===== src/rtl/msrv32_pkg.sv =====
// Shared types and constants for the msrv32 integer writeback path.
package msrv32_pkg;

  localparam int XLEN       = 32;
  localparam int REG_ADDR_W = 5;
  localparam int NUM_REGS   = 32;

  typedef struct packed {
    logic                  valid;
    logic [REG_ADDR_W-1:0] rd_addr;
    logic [XLEN-1:0]       data;
  } wb_req_t;

  // (base + off) mod n for base, off < n, without a divider.
  function automatic int wrap_idx(input int base, input int off, input int n);
    int s;
    s = base + off;
    return (s >= n) ? s - n : s;
  endfunction

endpackage


===== src/rtl/msrv32_rr_arbiter.sv =====
// Round-robin arbiter: grants the first requester at or after rr_ptr, and
// moves the pointer one past the grantee whenever a grant is issued.
module msrv32_rr_arbiter
  import msrv32_pkg::*;
#(
  parameter  int NUM_REQ = 3,
  localparam int IDX_W   = (NUM_REQ > 1) ? $clog2(NUM_REQ) : 1
) (
  input  logic               ms_riscv32_mp_clk_in,
  input  logic               ms_riscv32_mp_rst_in,
  input  logic [NUM_REQ-1:0] req,
  input  logic               en,
  output logic [NUM_REQ-1:0] grant,
  output logic [IDX_W-1:0]   grant_idx,
  output logic               grant_valid
);

  logic [IDX_W-1:0] rr_ptr;

  always_comb begin
    // NOTE: every output gets a default before any branch, so no path leaves
    // a value unassigned and no latch is inferred.
    grant       = '0;
    grant_idx   = '0;
    grant_valid = 1'b0;
    if (en) begin
      // Scan farthest-first so the nearest valid source after rr_ptr wins.
      for (int k = NUM_REQ - 1; k >= 0; k--) begin
        if (req[wrap_idx(int'(rr_ptr), k, NUM_REQ)]) begin
          grant_idx   = IDX_W'(wrap_idx(int'(rr_ptr), k, NUM_REQ));
          grant_valid = 1'b1;
        end
      end
      if (grant_valid) grant[grant_idx] = 1'b1;
    end
  end

  // A grant is only ever given to a valid source, so every grant is a transfer.
  always_ff @(posedge ms_riscv32_mp_clk_in or negedge ms_riscv32_mp_rst_in) begin
    if (!ms_riscv32_mp_rst_in) begin
      rr_ptr <= '0;
    end else if (grant_valid) begin
      // NOTE: state is updated with <= so every flop samples pre-edge values.
      rr_ptr <= IDX_W'(wrap_idx(int'(grant_idx), 1, NUM_REQ));
    end
  end

endmodule


===== src/rtl/msrv32_wb_arbiter.sv =====
// Shares the register-file write port between writeback sources and keeps
// the pending-write scoreboard that decode uses for RAW hazard stalls.
module msrv32_wb_arbiter
  import msrv32_pkg::REG_ADDR_W;
  import msrv32_pkg::NUM_REGS;
  import msrv32_pkg::wb_req_t;
#(
  parameter int NUM_REQ = 3,
  parameter int XLEN    = 32
) (
  input  logic                        ms_riscv32_mp_clk_in,
  input  logic                        ms_riscv32_mp_rst_in,
  input  logic [NUM_REQ-1:0]          req_valid_in,
  input  logic [REG_ADDR_W*NUM_REQ-1:0] req_rd_addr_in,
  input  logic [XLEN*NUM_REQ-1:0]     req_data_in,
  output logic [NUM_REQ-1:0]          req_ready_out,
  input  logic                        hold_in,
  input  logic                        alloc_en_in,
  input  logic [REG_ADDR_W-1:0]       alloc_addr_in,
  input  logic [REG_ADDR_W-1:0]       rs_1_addr_in,
  input  logic [REG_ADDR_W-1:0]       rs_2_addr_in,
  output logic                        rs_1_busy_out,
  output logic                        rs_2_busy_out,
  output logic                        wr_en_out,
  output logic [REG_ADDR_W-1:0]       rd_addr_out,
  output logic [XLEN-1:0]             rd_out
);

  localparam int IDX_W = (NUM_REQ > 1) ? $clog2(NUM_REQ) : 1;

  logic [NUM_REQ-1:0]  grant;
  logic [IDX_W-1:0]    grant_idx;
  logic                grant_valid;
  wb_req_t             sel;
  logic [NUM_REGS-1:0] busy;
  logic [NUM_REGS-1:0] busy_nxt;

  // Grants are also suppressed while reset is low so no source sees ready.
  msrv32_rr_arbiter #(.NUM_REQ(NUM_REQ)) u_rr_arbiter (
    .ms_riscv32_mp_clk_in (ms_riscv32_mp_clk_in),
    .ms_riscv32_mp_rst_in (ms_riscv32_mp_rst_in),
    .req                  (req_valid_in),
    .en                   (!hold_in && ms_riscv32_mp_rst_in),
    .grant                (grant),
    .grant_idx            (grant_idx),
    .grant_valid          (grant_valid)
  );

  assign req_ready_out = grant;

  always_comb begin
    sel.valid   = grant_valid;
    sel.rd_addr = req_rd_addr_in[REG_ADDR_W*grant_idx +: REG_ADDR_W];
    sel.data    = req_data_in[XLEN*grant_idx +: XLEN];
  end

  // Clear on writeback, then set on allocate, so a same-edge collision stays busy.
  always_comb begin
    busy_nxt = busy;
    if (sel.valid) busy_nxt[sel.rd_addr] = 1'b0;
    if (alloc_en_in) busy_nxt[alloc_addr_in] = 1'b1;
    busy_nxt[0] = 1'b0;
  end

  always_ff @(posedge ms_riscv32_mp_clk_in or negedge ms_riscv32_mp_rst_in) begin
    if (!ms_riscv32_mp_rst_in) begin
      // NOTE: the scoreboard is a flop vector rather than a RAM, so it can and
      // must clear on reset; stale busy bits would stall decode forever.
      busy <= '0;
    end else begin
      busy <= busy_nxt;
    end
  end

  always_ff @(posedge ms_riscv32_mp_clk_in or negedge ms_riscv32_mp_rst_in) begin
    if (!ms_riscv32_mp_rst_in) begin
      wr_en_out   <= 1'b0;
      rd_addr_out <= '0;
      rd_out      <= '0;
    end else begin
      wr_en_out <= 1'b0;
      if (sel.valid) begin
        rd_addr_out <= sel.rd_addr;
        rd_out      <= sel.data;
        wr_en_out   <= (sel.rd_addr != '0);
      end
    end
  end

  assign rs_1_busy_out = busy[rs_1_addr_in];
  assign rs_2_busy_out = busy[rs_2_addr_in];

endmodule


===== config.mk =====
export PLATFORM = sky130hd
export DESIGN_NAME = msrv32_wb_arbiter
export DESIGN_NICKNAME = d
export VERILOG_FILES = /design/src/rtl/msrv32_pkg.sv /design/src/rtl/msrv32_rr_arbiter.sv /design/src/rtl/msrv32_wb_arbiter.sv
export SDC_FILE = /design/constraint.sdc
export NUM_CORES = 1
export LEC_CHECK = 0
export BUFFER_PORTS_ARGS = -buffer_cell sky130_fd_sc_hd__buf_4
export CAP_MARGIN = 20
export CORE_MARGIN = 2
export CORE_UTILIZATION = 50
export DETAILED_ROUTE_END_ITERATION = 7
export PLACE_DENSITY = 0.82
export SLEW_MARGIN = 20
export SYNTH_ARGS = -nofsm -noshare
export SYNTH_HDL_FRONTEND = slang
export SYNTH_SLANG_ARGS = --single-unit

===== constraint.sdc =====
create_clock -name ms_riscv32_mp_clk_in -period 3.2 [get_ports ms_riscv32_mp_clk_in]
set_input_delay 0.48 -clock ms_riscv32_mp_clk_in [delete_from_list [all_inputs] [get_ports ms_riscv32_mp_clk_in]]
set_output_delay 0.48 -clock ms_riscv32_mp_clk_in [all_outputs]
set_load 0.05 [all_outputs]

=== Word-level counts from Yosys, hierarchy flattened ===
Cells that the tools add are included.

* Register bits after elaboration: 71
* Bits of input ports: 133
* Output and inout port bits: 43
* Logic and storage cells: 77

* $add $sub $neg: 7
* Multiply operators: 1
* $lt $le $gt $ge: 15
* Shift operators: 2
* Multiplexer cells: 38
* Bitwise operators: 3
* Reductions and logical operators: 6

{| class="wikitable"
|+ Operator list
! operator !! number
|-
| 2-to-1 mux 32 bit || 5
|-
| < comparator 32 x 4 -> 1 bit (second input constant) || 3
|-
| indexed part select 96 x 8 -> 32 bit || 1
|-
| greater-or-equal comparator 32 x 3 -> 1 bit (second input constant) || 2
|-
| subtractor 32 x 3 -> 32 bit (second input constant) || 2
|-
| bitwise AND 32 bit || 1
|-
| inverter 32 bit || 1
|-
| bitwise OR 32 bit || 1
|-
| < comparator 5 x 6 -> 1 bit (second input constant) || 4
|-
| 2-to-1 mux 1 bit || 17
|-
| indexed part select 15 x 6 -> 5 bit || 1
|-
| 2-to-1 mux 2 bit || 6
|-
| binary-select mux 1 bit (select 5 bit) || 2
|-
| demux 1 bit (select 5 bit) || 2
|-
| greater-or-equal comparator 5 x 1 -> 1 bit (second input constant) || 2
|-
| adder 2 x 1 -> 3 bit (second input constant) || 2
|-
| binary-select mux 1 bit (select 2 bit) || 3
|-
| 2-to-1 mux 3 bit || 2
|-
| multiplier 3 x 2 -> 5 bit (first input constant) || 1
|-
| nonzero test 5 bit || 1
|-
| logical AND 1 bit || 4
|-
| adder 2 x 2 -> 3 bit (second input constant) || 1
|-
| greater-or-equal comparator 3 x 2 -> 1 bit (second input constant) || 1
|-
| < comparator 2 x 3 -> 1 bit (second input constant) || 1
|-
| other kinds (6) || 6
|}

=== Longest topological paths before layout ===
Gate-level depths: netlist (run 1).

* Depth after elaboration: 22
* Mapped depth: 12
* Gate-level depth less buffers: 10

=== Cells and area by module ===
From an unflattened synthesis (run 1), not the netlist that was laid out.

* Cell total of the unflattened synthesis: 531
* Area, all modules: 4792.1 µm²

{| class="wikitable"
|+ Modules (own cells, without submodules)
! module !! times used !! cells each !! area each (µm²) !! sequential area each (µm²)
|-
| msrv32_wb_arbiter || 1 || 480 || 4377.9 || 1726.7
|-
| msrv32_rr_arbiter || 1 || 51 || 414.1 || 50.0
|}

=== Least setup slack after synthesis (run 1) ===
Ideal clock, no wire load.

* Path kind: register -> output
* Start: register u_rr_arbiter.rr_ptr[0]
* End: output port req_ready_out[0]
* Arrival time: 2.866 ns
* Required time: 2.720 ns
* Path slack: -0.146 ns
* Cell stages (with the launch flop): 9
* Path through: dfrtp_1 -> inv_1 -> ha_1 -> or3b_1 -> o31a_1 -> and2_1 -> buf_4 -> clkbuf_1 -> nor3_1

* Cells in the longest elaborated chain, start to end: 16
* Elaborated cells on any way between the ends: 35
* Those cells by class: add/sub: 5; order compare: 5; mux: 24; reduce/logical: 1

{| class="wikitable"
|+ RTL lines
! element !! RTL line !! RTL
|-
| start: declaration || msrv32_rr_arbiter.sv:18 || <nowiki>logic [IDX_W-1:0] rr_ptr;</nowiki>
|-
| start signal: assignment || msrv32_rr_arbiter.sv:44 || <nowiki>rr_ptr <= IDX_W'(wrap_idx(int'(grant_idx), 1, NUM_REQ));</nowiki>
|-
| adder 2 x 2 -> 3 bit || msrv32_pkg.sv:17 || <nowiki>s = base + off;</nowiki>
|-
| subtractor 32 x 3 -> 32 bit or greater-or-equal comparator 32 x 3 -> 1 bit (tied branches) || msrv32_pkg.sv:18 || <nowiki>return (s >= n) ? s - n : s;</nowiki>
|-
| 2-to-1 mux 32 bit || msrv32_pkg.sv:18 ||
|-
| binary-select mux 1 bit (select 2 bit) || msrv32_rr_arbiter.sv:29 || <nowiki>if (req[wrap_idx(int'(rr_ptr), k, NUM_REQ)]) begin</nowiki>
|-
| 2-to-1 mux 1 bit (implied by the code) (2 in a row) || msrv32_rr_arbiter.sv:29 ||
|-
| 2-to-1 mux 2 bit (3 in a row) || msrv32_rr_arbiter.sv:29 ||
|-
| 2-to-1 mux 2 bit || msrv32_rr_arbiter.sv:26 || <nowiki>if (en) begin</nowiki>
|-
| < comparator 2 x 3 -> 1 bit (implied by the code) or greater-or-equal comparator 2 x 1 -> 1 bit (tied branches) || msrv32_rr_arbiter.sv:34 || <nowiki>if (grant_valid) grant[grant_idx] = 1'b1;</nowiki>
|-
| logical AND 1 bit (implied by the code) || msrv32_rr_arbiter.sv:34 ||
|-
| 2-to-1 mux 1 bit (implied by the code) || msrv32_rr_arbiter.sv:34 ||
|-
| demux 1 bit (select 2 bit) || - ||
|-
| 2-to-1 mux 3 bit * || msrv32_rr_arbiter.sv:34 ||
|-
| 2-to-1 mux 3 bit * || msrv32_rr_arbiter.sv:26 ||
|-
| end: declaration || msrv32_wb_arbiter.sv:16 || <nowiki>output logic [NUM_REQ-1:0] req_ready_out,</nowiki>
|}

Mark *: on every way between the ends. The rest lies on a longest branch, timed or not. The select of a mux whose other input is x is not followed.

=== Final worst setup path (run 1) ===
Ends and elaborated chain as after synthesis.

==> results of run 1 <==
## flip-flops by register name, summed over array words and instances, names as in the netlist
signal and cells:
busy 31, u_rr_arbiter.rr_ptr 2, wr_en_out 1, rd_addr_out 5, rd_out 32
## worst paths after layout
check | from | to | slack [ns] | cells after the start
max in group asynchronous | ms_riscv32_mp_rst_in | rd_out[17] | 2.27 | 2
setup / recovery | u_rr_arbiter.rr_ptr[0] | req_ready_out[0] | 0.12 | 8
setup reg to reg | u_rr_arbiter.rr_ptr[0] | busy[7] | 0.24 | 10
hold / removal | ms_riscv32_mp_rst_in | rd_out[27] | 0.34 | 2
min in group ms_riscv32_mp_clk_in | req_data_in[91] | rd_out[27] | 0.34 | 3
hold reg to reg | rd_addr_out[0] | rd_addr_out[0] | 0.51 | 1
## cells by family (layout without fill, tap and decap cells)
group,count (synthesis),after routing
buffers and inverters,52,217
AOI/OAI and AO/OA,195,195
adders and majority gates,3,3
and+or+nand+nor,139,139
DFF,71,71
muxes,20,20
## metal layers
| layer | track usage | vias up | wire (µm) |
|---|---|---|---|
| met2 | 0.522 | 251 | 7760 |
| met1 | 0.392 | 2269 | 5720 |
| met4 | 0.0959 | 0 | 459 |
| li1 | - | 2121 | - |
| met5 | 0 | - | 0 |
| met3 | 0.0604 | 46 | 1240 |
## report_power, final
part / internal, mW / switching [mW] / leakage (nW)
Sequential: 1.23 / 0.238 / 0.764
Clock: 0.385 / 0.348 / 0.0968
Combinational: 1.02 / 1.92 / 1.80
Total: 2.63 / 2.50 / 2.66
## layout by cell type (no fill, tap or decap), drive strengths merged, types with 4 or more instances in the layout
master / count
a21oi: 66
a22oi: 33
buf: 186
clkbuf: 13
dfrtp: 71
inv: 14
mux4: 18
nand2: 25
nand3: 13
nand3b: 4
nor2: 71
nor3: 6
o211ai: 10
o21ai: 39
o31ai: 6
o41ai: 18
## timing repair
item,CTS,global route
resized for setup,0,1
buffers inserted,0,0
setup endpoints to repair,0,1
## layout make-up
cell class	count	area [µm²]	share of cell area
Multi-Input combinational cell	357	2530	0.415
Timing Repair Buffer	187	1410	0.230
Inverter	14	52.6	0.00862
Tap cell	108	135	0.0222
Clock buffer	12	145	0.0238
Clock inverter	4	55.1	0.00903
Sequential cell	71	1780	0.291
## metrics by stage
stage	area [µm²]	util	total power, mW	instances
global route	6100	0.696	5.39	753
detailed placement	5890	0.672	4.39	736
CTS	6090	0.695	5.13	752
finish	6100	0.696	5.13	753
floorplan	4540	-	3.49	480
global placement	5890	0.672	4.31	736
==> impl_metrics.py, run 1 <==
metrics = {
    "grt": {
        "overflow": 0,
        "grt_pass1_wl_mm": 23.7,
        "antenna_found_initial": 0,
        "grt_max_degree": 72,
        "grt_pass1_vias": 4620,
        "grt_usage": 0.305,
    },
    "logic_synthesis": {
        "synth-adder-area-share": 0.00799,
        "synth_fp_nets": 615,
        "ys_top_cells_by_area": "dfrtp_1, mux4_2, a21oi_1",
        "syn_area_um2": 4540,
        "post_synth_xor_area_fraction": 0,
        "yosys_warnings": 0,
        "synthTopCellsByCount": "dfrtp_1, nor2_1, a21oi_1",
        "synth_enable_flop_cells": 0,
        "synth_most_common_cell": "dfrtp_1",
        "synth-compound-area-share": 0.310,
        "yosys.area.top_type_share": 0.391,
        "async_flop_share": 1.00,
        "synth_cells": 480,
        "yosys.area_share.simple": 0.143,
        "ys.flop_type": "dfrtp_1",
        "avgSynthCellArea_um2": 9.46,
        "synth_seq_cells": 71,
        "synth_top_family_by_area": "compound AO/OA/AOI/OAI gates",
        "yosys-mux-area-fraction": 0.0943,
        "seq_area_frac_synth": 0.391,
        "synth_top_area_cell": "dfrtp_1",
        "synth.distinct_cells": 58,
    },
    "die": {
        "dieHeight_um": 99.3,
        "core_um2": 8760,
        "die-area_um2": 9860,
        "core.rowCount": 34,
        "ios": 176,
        "initial_core_util": 0.518,
        "die_x_um": 99.3,
    },
    "layout": {
        "fillers": 677,
        "nets": 775,
        "drive_above_1_share": 0.386,
        "syn_to_final_growth_pct": 34.3,
        "antenna_cells": 0,
    },
    "critical_path": {
        "crit_buf_inv": 3,
        "crit_type": "register to output port",
        "worst_path_max_delay_cell": "ha_1",
        "critPathTopFamily": "simple AND/OR/NAND/NOR gates",
        "critical_path_required_ns": 2.72,
        "cp_cell_sequence": "inv_1, ha_1, nor2b_1, o211a_1, or2_1, buf_6, nor3_2, buf_4",
        "endpoint_kind": "output port",
        "critical-path-max-stage-delay_ns": 0.38,
        "cp_max_fo": 31,
        "worstPathArrival_ns": 2.60,
        "critPathLaunchType": "register",
    },
    "placed_design": {
        "place.gp.congestion": 0.969,
        "place_ws_ns": 0.309,
        "dpl.hpwl_mm": 11.4,
        "port_buffers": 175,
    },
    "pwr": {
        "p_leak_nw": 2.66,
        "ir_drop_mv": 0.563,
        "power_density_nw_per_um2": 842,
    },
    "clock_tree": {
        "cts-root-buf": "clkbuf_8",
        "clk_latency_ns": 0.35,
        "cts_max_level": 3,
        "cts.path.max_buffers": 2,
        "hold_buffers": 0,
        "cts_made_buffers": 9,
        "cts_tree": "built",
        "clkSinkCount": 71,
        "path_clk_slew_ns": 0.08,
    },
    "timing": {
        "finalHoldViolCount": 0,
        "clock.fmax_ghz": 0.325,
        "fin_crit_sh": 0.962,
        "fin_ws_ns": 0.121,
        "max_slew_margin": 0.403,
        "slew_viol_final": 0,
        "worst_slew_pin_slew_ns": 0.896,
        "whs_ns": 0.343,
        "fin_crit_ns": 3.08,
        "setup_viol": 0,
        "setup-tns-final_ns": 0,
        "clock_skew_ns": 0.0123,
    },
    "detailed_routing": {
        "drc_errors": 0,
        "vias_per_cell": 6.22,
        "vias": 4687,
        "drtPass1Iterations": 6,
        "ant_nets": 0,
        "wire_per_inst_um": 20.1,
        "drt_iter0_markers": 434,
        "totalWireLength_mm": 15.2,
    },
    "job": {
        "max_cap_violations": 0,
    },
    "hold_path": {
        "hp-class": "input pin to asynchronous set/reset pin",
    },
    "outcome": {
        "outcome": "complete, no violations",
    },
}
(Power assumes the default switching activity.)
==> run 2, diff against run 1 <==
--- a/config.mk
+++ b/config.mk
@@ -5,12 +5,13 @@
 export SDC_FILE = /design/constraint.sdc
 export NUM_CORES = 1
 export LEC_CHECK = 0
+export ABC_AREA = 1
 export BUFFER_PORTS_ARGS = -buffer_cell sky130_fd_sc_hd__buf_4
 export CAP_MARGIN = 20
 export CORE_MARGIN = 2
-export CORE_UTILIZATION = 50
+export CORE_UTILIZATION = 49
 export DETAILED_ROUTE_END_ITERATION = 7
-export PLACE_DENSITY = 0.82
+export PLACE_DENSITY = 0.81
 export SLEW_MARGIN = 20
 export SYNTH_ARGS = -nofsm -noshare
 export SYNTH_HDL_FRONTEND = slang
==> run 2 against run 1 <==
Net effect:
- sequential power increased by 13%
- largest power group unchanged
- synthesized cell count increased by 32%
- die area decreased by 0.79%
- setup slack improved by 0.19 ns
- global-route usage decreased by 1.2 points
- fmax increased by 6.7%
- final cell count increased by 22%
- routed wire length decreased by 5.1%
- area after synthesis decreased by 2.8%
==> impl_metrics.py, run 2 <==
metrics = {
    "layout": {
        "drive_above_1_share": 0.298,
        "regMostFlops": "rd_out",
        "mostFrequentLayoutCells": "nand2_1, buf_4, dfrtp_1",
        "instances_no_fill": 917,
        "largest_register_ffs": 32,
        "antenna_cells": 0,
        "top_regs": "rd_out (32), busy (31), rd_addr_out (5)",
        "fin_util": 0.693,
        "nets": 939,
        "mostFrequentLayoutCell": "nand2_1",
        "fin_area_um2": 6050,
        "syn_to_final_growth_pct": 37.0,
    },
    "placed_design": {
        "place.gp.congestion": 0.954,
        "dp.cells": 901,
        "dpl.hpwl_mm": 10.9,
        "port_buffers": 175,
        "place_area_um2": 5820,
    },
    "logic_synthesis": {
        "avgSynthCellArea_um2": 6.98,
        "yosys_warnings": 0,
        "synth.distinct_cells": 29,
        "synthTopCellsByCount": "nand2_1, dfrtp_1, nor2_1",
        "synth_enable_flop_cells": 0,
        "synth_most_common_cell": "nand2_1",
        "seq_area_frac_synth": 0.403,
        "synth_top_area_cell": "dfrtp_1",
        "synth_seq_cells": 71,
        "ys_top_cells_by_area": "dfrtp_1, nand2_1, o21ai_0",
        "ys.flop_type": "dfrtp_1",
        "synth_cells": 632,
        "syn_area_um2": 4410,
        "yosys.area.top_type_share": 0.403,
        "async_flop_share": 1.00,
        "synth_fp_nets": 767,
    },
    "pwr": {
        "internal_power_mw": 2.74,
        "power_density_nw_per_um2": 909,
        "ir_drop_mv": 0.572,
        "p_leak_nw": 3.06,
        "power_switching_mw": 2.75,
        "combPwrFrac": 0.552,
        "power_frac_seq": 0.301,
        "clkPwrFrac": 0.146,
        "switching_share": 0.501,
    },
    "detailed_routing": {
        "totalWireLength_mm": 14.4,
        "ant_nets": 0,
        "wire_per_inst_um": 15.7,
        "vias": 5009,
        "vias_per_cell": 5.46,
        "drc_errors": 0,
        "drtPass1Iterations": 5,
        "drt_iter0_markers": 291,
    },
    "timing": {
        "worst_slew_pin_slew_ns": 1.01,
        "slew_viol_final": 0,
        "fin_crit_ns": 2.89,
        "setup_viol": 0,
        "clock_skew_ns": 0.00544,
        "max_slew_margin": 0.320,
        "finalHoldViolCount": 0,
        "setup-tns-final_ns": 0,
        "fin_crit_sh": 0.902,
        "whs_ns": 0.335,
        "rsz0062_at_grt": "false",
        "clock.fmax_ghz": 0.346,
    },
    "hold_path": {
        "hp-class": "input pin to asynchronous set/reset pin",
    },
    "die": {
        "initial_core_util": 0.506,
        "core_um2": 8720,
        "dieHeight_um": 98.9,
        "die_x_um": 98.9,
        "core.rowCount": 34,
        "die-area_um2": 9780,
        "ios": 176,
    },
    "grt": {
        "grt_max_degree": 72,
        "grt_usage": 0.293,
        "grt_pass1_wl_mm": 23.2,
        "use_met1": 0.384,
        "grt_util_met3": 0.0936,
        "grt_use_met2": 0.465,
        "grt_pass1_vias": 4824,
        "overflow": 0,
        "antenna_found_initial": 0,
        "top_usage_layer": "met2",
    },
    "clock_tree": {
        "cts_setup_buffers": 0,
        "cts-root-buf": "clkbuf_8",
        "clk_latency_ns": 0.35,
        "cts.path.max_buffers": 2,
        "cts_max_level": 3,
        "cts_tree": "built",
        "cts_resized": 0,
        "hold_buffers": 0,
        "path_clk_slew_ns": 0.07,
        "cts_made_buffers": 9,
        "clkSinkCount": 71,
    },
    "critical_path": {
        "r2r_cells": 16,
        "cp_max_fo": 23,
        "worstPathArrival_ns": 2.41,
        "r2r-start": "u_rr_arbiter.rr_ptr[0]",
        "critPathLaunch": "u_rr_arbiter.rr_ptr[0]",
        "crit_type": "register to output port",
        "critical_path_required_ns": 2.72,
        "r2r_slack_ns": 0.74,
        "reg2reg_to": "busy[17]",
        "critPathLaunchType": "register",
        "endpoint_kind": "output port",
    },
    "job": {
        "max_cap_violations": 0,
    },
    "outcome": {
        "outcome": "complete, no violations",
    },
}
-- run 2: worst max path at each step --
stage	endpoint	slack [ns]
final	req_ready_out[2]	0.31
after global routing	req_ready_out[2]	0.12
after CTS	req_ready_out[2]	0.31
after detailed placement	req_ready_out[2]	0.69
after global placement	req_ready_out[2]	0.76
after floorplan	rs_1_busy_out	0.64
-- run 2: worst max-delay path, cell delays in order (launching register included) --
cell	delay (ns)
dfrtp_1	0.36
inv_1	0.07
ha_1	0.35
inv_2	0.09
nand2_1	0.07
o21ai_1	0.13
nand2_1	0.08
nand2_2	0.07
nand3_4	0.12
inv_4	0.18
buf_4	0.28
buf_4	0.25
-- run 2: power by group through the flow --
stage / logic [mW] / registers (mW) / clock network [mW]
2_1_floorplan: 1.33 / 2.38 / 0
3_3_place_gp: 2.96 / 1.64 / 0
3_5_place_dp: 3.03 / 1.65 / 0
4_1_cts: 3.04 / 1.65 / 0.818
5_1_grt: 3.27 / 1.70 / 0.858
6_report: 3.04 / 1.66 / 0.805
-- run 2: metrics by stage --
stage	total power [mW]	setup slack (ns)
6_report	5.50	0.314
5_1_grt	5.83	0.124
4_1_cts	5.50	0.313
3_5_place_dp	4.68	0.694
3_3_place_gp	4.60	0.756
2_1_floorplan	3.71	0.639
-- run 2: kinds of logic (layout without fill, tap and decap cells) --
logic type	after synthesis	count (layout)	share of synthesized area
adders and majority gates	2	2	0.00567
buffers and inverters	72	249	0.0649
DFF	71	71	0.403
AOI/OAI and AO/OA	127	127	0.159
and+or+nand+nor	360	360	0.367
-- run 2: final cells by class --
type / instances / area, µm²
Sequential cell: 71 / 1780
Fill cell: 720 / 2680
Tap cell: 108 / 135
Inverter: 51 / 196
Timing Repair Buffer: 182 / 1370
Clock buffer: 11 / 141
Clock inverter: 5 / 81.3
Multi-Input combinational cell: 489 / 2350
-- run 2: routing by layer --
metal  part of all wire  vias to the layer above
met5                  0                        -
met4              0.031                        0
met2               0.46                      245
li1                   -                     2420
met3              0.099                       34
met1               0.41                     2310
==> run 3, diff against run 2 <==
--- a/config.mk
+++ b/config.mk
@@ -11,7 +11,7 @@
 export CORE_MARGIN = 2
 export CORE_UTILIZATION = 49
 export DETAILED_ROUTE_END_ITERATION = 7
-export PLACE_DENSITY = 0.81
+export PLACE_DENSITY = 0.83
 export SLEW_MARGIN = 20
 export SYNTH_ARGS = -nofsm -noshare
 export SYNTH_HDL_FRONTEND = slang
==> run 3 against run 2 <==
Net effect:
- worst hold slack gained 0.0093 ns
- global-route usage increased by 1.4 points
- clock-buffer cell count rose by 1
- setup slack better by 0.090 ns
- die area did not move
- fmax increased by 3.2%
- total power shrank 1.2%
- clock skew grew 0.0050 ns
- final cell count fell by 0.22%
- critical endpoint is now req_ready_out[1]
==> impl_metrics.py, run 3 (synthesis gave the netlist of run 2 again) <==
metrics = {
    "critical_path": {
        "crit_buf_inv": 3,
        "cp_cell_sequence": "inv_1, ha_1, nand3_1, nand2_2, nor2_2, nand2_1, nand2_2, nand3_4, inv_2, buf_4",
        "critical-path-max-stage-delay_ns": 0.35,
        "cp_common_cell": "nand2_2",
        "critPathLaunch": "u_rr_arbiter.rr_ptr[0]",
        "cp_max_fo": 14,
        "reg2reg_to": "busy[29]",
        "endpoint_kind": "output port",
        "r2r_slack_ns": 0.62,
        "crit_type": "register to output port",
        "critPathLaunchType": "register",
        "r2r_cells": 16,
        "cp.depth": 10,
        "worst_path_max_delay_cell": "dfrtp_1",
        "worstPathArrival_ns": 2.32,
        "critical_path_required_ns": 2.72,
        "cp-endpoint": "req_ready_out[1]",
        "r2r-start": "u_rr_arbiter.rr_ptr[0]",
        "critPathTopFamily": "simple AND/OR/NAND/NOR gates",
    },
    "die": {
        "initial_core_util": 0.506,
        "ios": 176,
        "dieHeight_um": 98.9,
        "core_um2": 8720,
        "core.rowCount": 34,
        "die-area_um2": 9780,
        "die_x_um": 98.9,
    },
    "placed_design": {
        "dpl.hpwl_mm": 11.6,
        "dp.cells": 899,
        "place.gp.congestion": 0.890,
        "port_buffers": 175,
    },
    "grt": {
        "grt_usage": 0.307,
        "overflow": 0,
        "grt_max_degree": 72,
        "grt_pass1_vias": 4895,
        "grt_pass1_wl_mm": 24.0,
        "antenna_found_initial": 0,
    },
    "detailed_routing": {
        "wire_per_inst_um": 16.4,
        "vias": 5017,
        "totalWireLength_mm": 15.0,
        "vias_per_cell": 5.48,
        "met3_length_mm": 1.34,
        "ant_nets": 0,
        "drtPass1Iterations": 5,
        "drt_iter0_markers": 359,
        "drc_errors": 0,
        "dr_wl_met2_mm": 7.17,
        "drt-met1-wl_mm": 6.10,
        "top_layer": "met4",
    },
    "outcome": {
        "outcome": "complete, no violations",
    },
    "layout": {
        "fin_util": 0.689,
        "instances_no_fill": 915,
        "drive_above_1_share": 0.295,
        "top_regs": "rd_out (32), busy (31), rd_addr_out (5)",
        "nets": 937,
        "mostFrequentLayoutCells": "nand2_1, buf_4, dfrtp_1",
        "mostFrequentLayoutCell": "nand2_1",
        "antenna_cells": 0,
        "syn_to_final_growth_pct": 36.2,
        "regMostFlops": "rd_out",
        "largest_register_ffs": 32,
    },
    "pwr": {
        "power_density_nw_per_um2": 904,
        "ir_drop_mv": 0.594,
        "p_leak_nw": 3.04,
    },
    "timing": {
        "slew_viol_final": 0,
        "setup_viol": 0,
        "clock_skew_ns": 0.0104,
        "setup-tns-final_ns": 0,
        "whs_ns": 0.344,
        "worst_slew_pin_slew_ns": 0.924,
        "finalHoldViolCount": 0,
        "clock.fmax_ghz": 0.358,
        "fin_crit_ns": 2.80,
        "fin_crit_sh": 0.874,
        "rsz0062_at_grt": "false",
        "max_slew_margin": 0.379,
    },
    "clock_tree": {
        "path_clk_slew_ns": 0.08,
        "hold_buffers": 0,
        "clkSinkCount": 71,
        "cts_setup_buffers": 0,
        "cts_tree": "built",
        "cts_made_buffers": 9,
        "clk_latency_ns": 0.34,
        "cts_resized": 0,
        "cts-root-buf": "clkbuf_8",
        "cts_max_level": 3,
        "cts.path.max_buffers": 2,
    },
    "job": {
        "max_cap_violations": 0,
    },
    "hold_path": {
        "hp-class": "input pin to asynchronous set/reset pin",
    },
}
## run 3: worst register-to-register path, stage by stage, from the launching register on
cell and delay, ns:
dfrtp_1 0.35, inv_1 0.06, ha_1 0.34, inv_2 0.08
nand2_1 0.07, o21ai_1 0.12, nand2_1 0.08, nand2_2 0.07
nand3_4 0.13, inv_4 0.34, nand2_1 0.12, nand3_2 0.19
nand2_4 0.12, nor2_8 0.19, nand2_1 0.08, nand2_1 0.07
nand2_1 0.05
## run 3: layout make-up
| type | instances | area [µm²] |
|---|---|---|
| fill | 755 | 2710 |
| inverter | 51 | 196 |
| tap | 108 | 135 |
| multi-input combinational | 489 | 2350 |
| clock inverter | 4 | 55.1 |
| sequential | 71 | 1780 |
| timing repair buffer | 180 | 1350 |
| clock buffer | 12 | 145 |
## run 3: worst min path at each step
stage | startpoint | end | cells past startpoint
2_1_floorplan | ms_riscv32_mp_rst_in | busy[10] | 0
4_1_cts | ms_riscv32_mp_rst_in | busy[2] | 2
3_5_place_dp | busy[8] | busy[8] | 2
6_report | ms_riscv32_mp_rst_in | busy[2] | 2
5_1_grt | req_data_in[14] | rd_out[14] | 3
3_3_place_gp | busy[4] | busy[4] | 2
## run 3: power by group
group	leakage (nW)	internal, mW	switching (mW)	total (mW)
Clock	0.0968	0.385	0.351	0.736
Sequential	0.818	1.34	0.332	1.67
Combinational	2.13	0.939	2.09	3.03
## run 3: through the flow
step                      total power, mW  setup WS (ns)  instance area [µm²]
after floorplan                      3.71          0.639                 4410
after global placement               4.63          0.725                 5810
after detailed placement             4.70          0.638                 5810
after CTS                            5.44          0.392                 6010
after global routing                 5.79          0.212                 6010
final                                5.43          0.404                 6010
## run 3: metal layers
metal  vias up  track usage
met4         0       0.0980
met5         -            0
met1      2315        0.396
met2       248        0.503
li1       2418            -
met3        36       0.0851
